--- src/rtl/i2s_pkg.sv ---
// Shared defaults and types for the I2S transmitter slice.
package i2s_pkg;

  localparam int SAMPLE_WIDTH = 24;
  localparam int SLOT_BITS    = 32;
  localparam int BCK_HALF     = 2;
  localparam int BIT_CNT_W    = $clog2(2 * SLOT_BITS);

  typedef logic [BIT_CNT_W-1:0] bit_cnt_t;

  typedef struct packed {
    logic [SAMPLE_WIDTH-1:0] left;
    logic [SAMPLE_WIDTH-1:0] right;
  } i2s_frame_t;

  // Slot positions 1..width carry sample bits; position 0 is the one-bck delay.
  function automatic logic slot_is_data(input int b, input int width);
    return (b >= 1) && (b <= width);
  endfunction

endpackage

--- src/rtl/i2s_clock_gen.sv ---
// Bit-clock divider and frame counter: produces bck, lrck and the fall tick that paces the serializer.
module i2s_clock_gen
  import i2s_pkg::*;
#(
  parameter int SLOT_BITS = i2s_pkg::SLOT_BITS,
  parameter int BCK_HALF  = i2s_pkg::BCK_HALF,
  parameter int CNT_W     = $clog2(2 * SLOT_BITS)
) (
  input  logic             clk,
  input  logic             reset,
  output logic             bck,
  output logic             lrck,
  output logic             fall_tick,
  output logic             frame_start,
  output logic [CNT_W-1:0] bit_cnt_next
);

  localparam int DIV_W = (BCK_HALF > 1) ? $clog2(BCK_HALF) : 1;
  localparam logic [DIV_W-1:0] DIV_LAST = DIV_W'(BCK_HALF - 1);
  localparam logic [CNT_W-1:0] CNT_LAST = CNT_W'(2 * SLOT_BITS - 1);
  localparam logic [CNT_W-1:0] SLOT_C   = CNT_W'(SLOT_BITS);

  logic [DIV_W-1:0] div_reg;
  logic             bck_reg;
  logic             lrck_reg;
  logic [CNT_W-1:0] bit_cnt_reg;
  logic             div_wrap;

  assign div_wrap     = (div_reg == DIV_LAST);
  assign fall_tick    = div_wrap && bck_reg;
  assign frame_start  = fall_tick && (bit_cnt_reg == CNT_LAST);
  assign bit_cnt_next = (bit_cnt_reg == CNT_LAST) ? '0 : bit_cnt_reg + 1'b1;

  // Counter starts on the last bit so the first fall tick opens a fresh frame.
  always_ff @(posedge clk or posedge reset) begin
    if (reset) begin
      div_reg     <= '0;
      bck_reg     <= 1'b0;
      lrck_reg    <= 1'b1;
      bit_cnt_reg <= CNT_LAST;
    end else begin
      div_reg <= div_wrap ? '0 : div_reg + 1'b1;
      if (div_wrap) begin
        bck_reg <= ~bck_reg;
      end
      if (fall_tick) begin
        bit_cnt_reg <= bit_cnt_next;
        lrck_reg    <= (bit_cnt_next >= SLOT_C);
      end
    end
  end

  assign bck  = bck_reg;
  assign lrck = lrck_reg;

endmodule

--- src/rtl/i2s_transmitter.sv ---
// I2S master transmitter: valid/ready sample intake, one-deep holding register, MSB-first serializer.
module i2s_transmitter
  import i2s_pkg::*;
#(
  parameter int SAMPLE_WIDTH = i2s_pkg::SAMPLE_WIDTH,
  parameter int SLOT_BITS    = i2s_pkg::SLOT_BITS,
  parameter int BCK_HALF     = i2s_pkg::BCK_HALF
) (
  input  logic                      clk,
  input  logic                      reset,
  input  logic                      sample_valid,
  output logic                      sample_ready,
  input  logic [2*SAMPLE_WIDTH-1:0] sample_data,
  output logic                      bck,
  output logic                      lrck,
  output logic                      sdata,
  output logic                      underrun
);

  localparam int CNT_W = $clog2(2 * SLOT_BITS);
  localparam logic [CNT_W-1:0] SLOT_C = CNT_W'(SLOT_BITS);

  logic             fall_tick;
  logic             frame_start;
  logic [CNT_W-1:0] bit_cnt_next;

  i2s_clock_gen #(
    .SLOT_BITS (SLOT_BITS),
    .BCK_HALF  (BCK_HALF),
    .CNT_W     (CNT_W)
  ) u_clock_gen (
    .clk          (clk),
    .reset        (reset),
    .bck          (bck),
    .lrck         (lrck),
    .fall_tick    (fall_tick),
    .frame_start  (frame_start),
    .bit_cnt_next (bit_cnt_next)
  );

  logic [2*SAMPLE_WIDTH-1:0] holding_reg, holding_next;
  logic                      holding_full_reg, holding_full_next;
  logic                      sample_ready_reg, sample_ready_next;
  logic [SAMPLE_WIDTH-1:0]   shift_l_reg, shift_l_next;
  logic [SAMPLE_WIDTH-1:0]   shift_r_reg, shift_r_next;
  logic                      sdata_reg, sdata_next;
  logic                      underrun_reg, underrun_next;

  logic             accept;
  logic             in_right;
  logic [CNT_W-1:0] slot_pos;

  assign accept   = sample_valid && sample_ready_reg;
  assign in_right = (bit_cnt_next >= SLOT_C);
  assign slot_pos = in_right ? (bit_cnt_next - SLOT_C) : bit_cnt_next;

  always_comb begin
    holding_next      = holding_reg;
    holding_full_next = holding_full_reg;
    shift_l_next      = shift_l_reg;
    shift_r_next      = shift_r_reg;
    sdata_next        = sdata_reg;
    underrun_next     = 1'b0;

    // Accept only happens while holding is empty, so it never collides with the frame-start unload.
    if (accept) begin
      holding_next      = sample_data;
      holding_full_next = 1'b1;
    end

    if (fall_tick) begin
      sdata_next = 1'b0;
      if (frame_start) begin
        underrun_next = ~holding_full_reg;
        if (holding_full_reg) begin
          shift_l_next      = holding_reg[2*SAMPLE_WIDTH-1 -: SAMPLE_WIDTH];
          shift_r_next      = holding_reg[SAMPLE_WIDTH-1:0];
          holding_full_next = 1'b0;
        end else begin
          shift_l_next = '0;
          shift_r_next = '0;
        end
      end else if (slot_is_data(int'(slot_pos), SAMPLE_WIDTH)) begin
        if (in_right) begin
          sdata_next   = shift_r_reg[SAMPLE_WIDTH-1];
          shift_r_next = shift_r_reg << 1;
        end else begin
          sdata_next   = shift_l_reg[SAMPLE_WIDTH-1];
          shift_l_next = shift_l_reg << 1;
        end
      end
    end

    sample_ready_next = ~holding_full_next;
  end

  always_ff @(posedge clk or posedge reset) begin
    if (reset) begin
      holding_reg      <= '0;
      holding_full_reg <= 1'b0;
      sample_ready_reg <= 1'b1;
      shift_l_reg      <= '0;
      shift_r_reg      <= '0;
      sdata_reg        <= 1'b0;
      underrun_reg     <= 1'b0;
    end else begin
      holding_reg      <= holding_next;
      holding_full_reg <= holding_full_next;
      sample_ready_reg <= sample_ready_next;
      shift_l_reg      <= shift_l_next;
      shift_r_reg      <= shift_r_next;
      sdata_reg        <= sdata_next;
      underrun_reg     <= underrun_next;
    end
  end

  assign sample_ready = sample_ready_reg;
  assign sdata        = sdata_reg;
  assign underrun     = underrun_reg;

endmodule
--- config.mk ---
export PLATFORM = sky130hd
export DESIGN_NAME = i2s_transmitter
export DESIGN_NICKNAME = d
export VERILOG_FILES = /design/src/rtl/i2s_pkg.sv /design/src/rtl/i2s_clock_gen.sv /design/src/rtl/i2s_transmitter.sv
export SDC_FILE = /design/constraint.sdc
export NUM_CORES = 1
export LEC_CHECK = 0
export CORE_ASPECT_RATIO = 1.2
export CORE_UTILIZATION = 30
export DETAILED_ROUTE_END_ITERATION = 8
export GPL_ROUTABILITY_DRIVEN = 1
export GPL_TIMING_DRIVEN = 0
export MAX_ROUTING_LAYER = met4
export PLACE_DENSITY = 0.49
export SETUP_SLACK_MARGIN = 0.15
export SKIP_CTS_REPAIR_TIMING = 1
export SLEW_MARGIN = 20
export SYNTH_ARGS = -nofsm -noshare
export SYNTH_HDL_FRONTEND = slang
export SYNTH_SLANG_ARGS = --single-unit
export TNS_END_PERCENT = 5
--- constraint.sdc ---
create_clock -name clk -period 4.3 [get_ports clk]
set_input_delay 0.86 -clock clk [delete_from_list [all_inputs] [get_ports clk]]
set_output_delay 0.86 -clock clk [all_outputs]
set_load 0.03 [all_outputs]
[Word-level counts from Yosys, hierarchy flattened]
Cells that the tools add are included.
Word-level totals
  bits of input ports: 51
  flip-flop bits (word level): 109
Operators by class
  mux-type cells: 20
  magnitude comparators: 3
  eq/ne operators: 2
  reductions and logical operators: 8
  bitwise operators: 3
  add/subtract/negate cells: 3
Operator list (number)
  24-bit 2-to-1 mux: 8
  6-bit 2-to-1 mux: 2
  1-bit 2-to-1 mux: 10
  6-bit by 1-bit adder with 6-bit output, second input constant: 1
  6-bit equality test, second input constant: 1
  6-bit by 1-bit greater-or-equal comparator with 1-bit output, second input constant: 1
  6-bit greater-or-equal comparator, second input constant: 1
  6-bit by 5-bit less-or-equal comparator with 1-bit output, second input constant: 1
  3-bit AND reduction: 2
  6-bit subtractor, second input constant: 1
  1-bit logical AND: 4
  2-bit nonzero test: 2
  1-bit inverter: 3
  2-bit != test, second input constant: 1
  1-bit adder, second input constant: 1

[Longest topological paths before layout]
  word-level depth: 8
  depth in mapped cells: 10
  mapped depth without buffers: 8

[Modules after synthesis]
From an unflattened synthesis, not the netlist that was laid out.
Unflattened totals
  cell total of the unflattened synthesis: 405
  area, all modules: 4916.0 um^2
By module, submodules not included
  i2s_transmitter: sequential area each 2503.7 um^2, area an instance 4493.1 um^2, instances 1, cells an instance 361
  i2s_clock_gen: sequential area each 207.7 um^2, area an instance 422.9 um^2, instances 1, cells an instance 44

[Worst setup path after synthesis]
Ideal clock, no wire load.
  kind: flip-flop to flip-flop
  start point: register u_clock_gen.bit_cnt_reg[0]
  end point: register shift_r_reg[10]
  path slack: 2.100 ns
  cell stages (with the launch flop): 10
  arrival: 2.075 ns
  required time: 4.175 ns
  buffers on the path: 2
  cell sequence: dfstp_2 -> ha_1 -> buf_2 -> and3b_1 -> a21bo_2 -> a21oi_1 -> o21ai_1 -> nand2_2 -> buf_6 -> mux2_4
Between the ends
  longest elaborated chain between the ends: 8
RTL lines
  start, declared: RTL line i2s_clock_gen.sv:26  | logic [CNT_W-1:0] bit_cnt_reg;
  start signal, assigned: RTL line i2s_clock_gen.sv:47  | bit_cnt_reg <= bit_cnt_next;
  6-bit by 1-bit adder with 6-bit output or 6-bit equality test (tied branches): RTL line i2s_clock_gen.sv:32, i2s_clock_gen.sv:31
  6-bit 2-to-1 mux: RTL line i2s_clock_gen.sv:32  | assign bit_cnt_next = (bit_cnt_reg == CNT_LAST) ? '0 : bit_cnt_reg + 1'b1;
  6-bit subtractor or 6-bit greater-or-equal comparator (tied branches): RTL line i2s_transmitter.sv:55, i2s_transmitter.sv:54
  6-bit 2-to-1 mux: RTL line i2s_transmitter.sv:55  | assign slot_pos = in_right ? (bit_cnt_next - SLOT_C) : bit_cnt_next;
  6-bit by 1-bit greater-or-equal comparator with 1-bit output or 6-bit by 5-bit less-or-equal comparator with 1-bit output (tied branches): RTL line i2s_pkg.sv:18  | return (b >= 1) && (b <= width);
  1-bit logical AND: RTL line i2s_pkg.sv:18
  2-bit nonzero test (no line)
  3-bit AND reduction (no line)
  end signal, assigned: RTL line i2s_transmitter.sv:111  | shift_r_reg <= shift_r_next;
  end, declared: RTL line i2s_transmitter.sv:45  | logic [SAMPLE_WIDTH-1:0] shift_r_reg, shift_r_next;
Several ways; a longest one is shown, not always the timed one.
A chain may end at the register's enable or synchronous reset.

[Worst setup path in the final report]
  start point: input port sample_valid
  end point: register holding_reg[8]
Between the ends
  longest elaborated chain between the ends: 1
RTL lines
  start, declared: RTL line i2s_transmitter.sv:11  | input logic sample_valid,
  1-bit logical AND: RTL line i2s_transmitter.sv:53  | assign accept = sample_valid && sample_ready_reg;
  end signal, assigned: RTL line i2s_transmitter.sv:107  | holding_reg <= holding_next;
  end, declared: RTL line i2s_transmitter.sv:41  | logic [2*SAMPLE_WIDTH-1:0] holding_reg, holding_next;
Every way passes these cells.

==> flow_summary_export.csv <==
group,metric,value,unit
status,outcome,"complete, no violations",
timing,finalMaxSlewViolations,0,
die,core.rowCount,51,
die,die-width,120,microns
setup_path,path_max_fanout,10,
global_routing,use_met1,0.176,
global_routing,grt_pass1_vias,3610,
placed_design,gp_congestion,0.764,
pwr,p_leak,2.91,nW
timing,final_hold_viol_count,0,
job,drv_cap,0,
global_routing,grt_use_met3,0.0282,
global_routing,grt_overflow,0,
setup_path,cp.arrival,2.89,ns
timing,grt_setup_unrepaired,"false",
drt,wl,10.6,mm
pwr,p_sw,0.401,mW
global_routing,grt_max_degree,62,
setup_path,r2r_end,"shift_l_reg[22]$_DFFE_PP0P_",
synth,yosys.area.top_type,"dfrtp_1",
drt,vias,3456,
placed_design,place_inst,719,
timing,tightest_slew,0.727,ns
clocking,htreeDepth,3,
drt,wl_per_cell,14.5,microns
timing,clock_skew,0.00989,ns
timing,post-route-period-util,0.617,
setup_path,critPathLaunchType,"input pin",
setup_path,endpoint,"holding_reg[8]$_DFFE_PP0P_",
drt,dr.pass1.iters,4,
synth,synthArstFlopShare,1.00,
synth,synth_cells,451,
worst_hold_path,hold_path.class,"flop to flop",
global_routing,antenna_found_initial,0,
global_routing,grt_usage,0.141,
pwr,swShare,0.214,
setup_path,path_class,"input pin to flop",
setup_path,worstPathRequired,4.54,ns
global_routing,grt_use_met2,0.225,
timing,fmax,377,MHz
global_routing,grt_pass1_wl,18.3,mm
placed_design,dpl.hpwl,7.48,mm
drt,avgViaCountPerCell,4.71,
setup_path,r2r_slack,1.87,ns
pwr,powerDensity,305,nW/um^2
synth,ys_seq_elements,109,
synth,netlist_top_cells_area,"dfrtp_1, mux2_2, mux2_4, nand2_1, nand3_1",
synth,syn_area,5030,sq um
setup_path,endpoint_kind,"flop",
synth,synth_top_cell_area_share,0.503,
pwr,p_comb_frac,0.037,
global_routing,grt_busiest_layer,"met2",
clocking,root_buffer,"clkbuf_16",
layout,largest_register_ffs,48,
die,die_area,17300,sq um
synth,ys.flop_type,"dfrtp_1",
timing,relSlewSlack,0.515,
die,die_y,144,microns
synth,yosys_warnings,0,
clocking,clk_pin_slew_worst_paths,0.07,ns
synth,synth-edff-count,0,
clocking,tritoncts,"yes",
clocking,clock_path_buffers,2,
drt,postRouteAntennaNets,0,
clocking,cts_num_sinks,109,
pwr,seqPwrFrac,0.546,
timing,period_needed,2.65,ns
setup_path,r2r-start,"u_clock_gen.bit_cnt_reg[0]$_DFFE_PP1P_",
timing,finalSetupViolations,0,
synth,syn-num-nets,505,
clocking,cts-buffers-inserted,9,
synth,avgSynthCellArea,11.1,sq um
pwr,p_clk_frac,0.417,
pwr,ir_drop,188,uV
layout,diodes,0,
layout,fillCellCount,1680,
layout,area_delta_synth_final,22.2,%
drt,drt_iter0_drc,144,
layout,nNetsFinal,572,
die,top_level_ports,56,
synth,ys_seq_area_frac,0.545,
die,core-area,16300,sq um
layout,final_cells,734,
pwr,p_int,1.48,mW
placed_design,port_buffers,55,
setup_path,ff2ff_path_depth,8,
layout,layout-drive-gt1-share,0.220,
synth,synth.distinct_cells,45,
setup_path,critPathLaunch,"sample_valid",
clocking,clk_latency,0.35,ns
timing,whs,0.509,ns
drt,drc_errors,0,
die,initial_utilization,0.308,
## cell usage after synthesis, drive strengths merged (3+ instances only)
cell    number
nand2       78
a21o         3
buf         14
a21oi        4
a31oi       24
dfrtp      101
xnor2        3
o21ai        6
nor2        30
ha           3
mux2        72
dfstp        8
clkbuf      18
nor3         3
inv          8
nand3       50
## layout by cell type (no fill, tap or decap), types with 2 or more instances in the layout
cell	instances
a21o_1	3
a21oi_1	3
a22o_1	2
a31oi_1	23
a32o_1	2
and3_1	2
buf_1	2
buf_2	7
buf_6	5
clkbuf_1	20
clkbuf_16	9
clkdlybuf4s50_1	55
dfrtp_1	101
dfstp_2	8
ha_1	3
inv_1	7
inv_6	2
mux2_2	52
mux2_4	20
nand2_1	77
nand3_1	49
nor2_1	30
nor2b_1	2
nor3_1	3
o21ai_0	4
o21ai_1	2
o31ai_1	2
xnor2_1	2
xor2_1	2
## routing by layer
| metal | vias up | share of wire |
|---|---|---|
| met2 | 49 | 0.49 |
| li1 | 1685 | - |
| met3 | 10 | 0.028 |
| met5 | - | 0 |
| met4 | 0 | 0.014 |
| met1 | 1712 | 0.47 |
## metrics by stage
step | total power [mW] | setup WS [ns] | setup TNS [ns] | utilization | instance area [sq um]
after floorplan | 1.06 | 0.579 | 0 | - | 5030
after global placement | 1.11 | -1.13 | -113.60 | 0.358 | 5840
after detailed placement | 1.12 | 1.27 | 0 | 0.360 | 5880
after CTS | 1.91 | 1.64 | 0 | 0.376 | 6140
after global routing | 1.97 | 1.52 | 0 | 0.376 | 6140
final | 1.88 | 1.65 | 0 | 0.376 | 6140
## kinds of logic after synthesis
group	synth area share
XOR/XNOR	0.0102
AO/OA/AOI/OAI	0.0704
flip-flops	0.545
adder cells (fa/ha/maj)	0.00747
AND/OR/NAND/NOR	0.150
multiplexers	0.178
buffers and inverters	0.0391
## power groups by stage
stage          sequential, mW  clock, mW  combinational, mW
2_1_floorplan            1.04          0             0.0153
3_3_place_gp             1.04          0             0.0679
3_5_place_dp             1.04          0             0.0725
4_1_cts                  1.02      0.812             0.0729
5_1_grt                  1.02      0.864             0.0772
6_report                 1.02      0.782             0.0694
## worst max-delay path: stages
cell,delay [ns]
clkdlybuf4s50_1,0.40
nand2_1,0.20
clkbuf_1,0.52
clkbuf_1,0.51
mux2_2,0.40
## worst min path at each step
stage	from	endpoint	slack, ns	depth (start not counted)
finish	shift_r_reg[22]$_DFFE_PP0P_	shift_r_reg[22]$_DFFE_PP0P_	0.51	1
global route	holding_reg[0]$_DFFE_PP0P_	shift_r_reg[0]$_DFFE_PP0P_	0.53	1
CTS	shift_r_reg[22]$_DFFE_PP0P_	shift_r_reg[22]$_DFFE_PP0P_	0.51	1
detailed placement	shift_r_reg[22]$_DFFE_PP0P_	shift_r_reg[22]$_DFFE_PP0P_	0.49	1
global placement	shift_r_reg[22]$_DFFE_PP0P_	shift_r_reg[22]$_DFFE_PP0P_	0.49	1
floorplan	holding_reg[24]$_DFFE_PP0P_	shift_l_reg[0]$_DFFE_PP0P_	0.45	1
## final cells by class
type / count / area, sq um / share of cell area
plain buffers: 32 / 166 / 0.0271
repair buffers: 56 / 578 / 0.0941
clock buffers: 12 / 246 / 0.0401
inverters: 8 / 35.0 / 0.00570
flip-flops and latches: 109 / 2740 / 0.446
well taps: 212 / 265 / 0.0432
multi-input cells: 302 / 2090 / 0.341
clock inverters: 3 / 21.3 / 0.00346
Note: power is estimated with default switching activity, not from simulation.
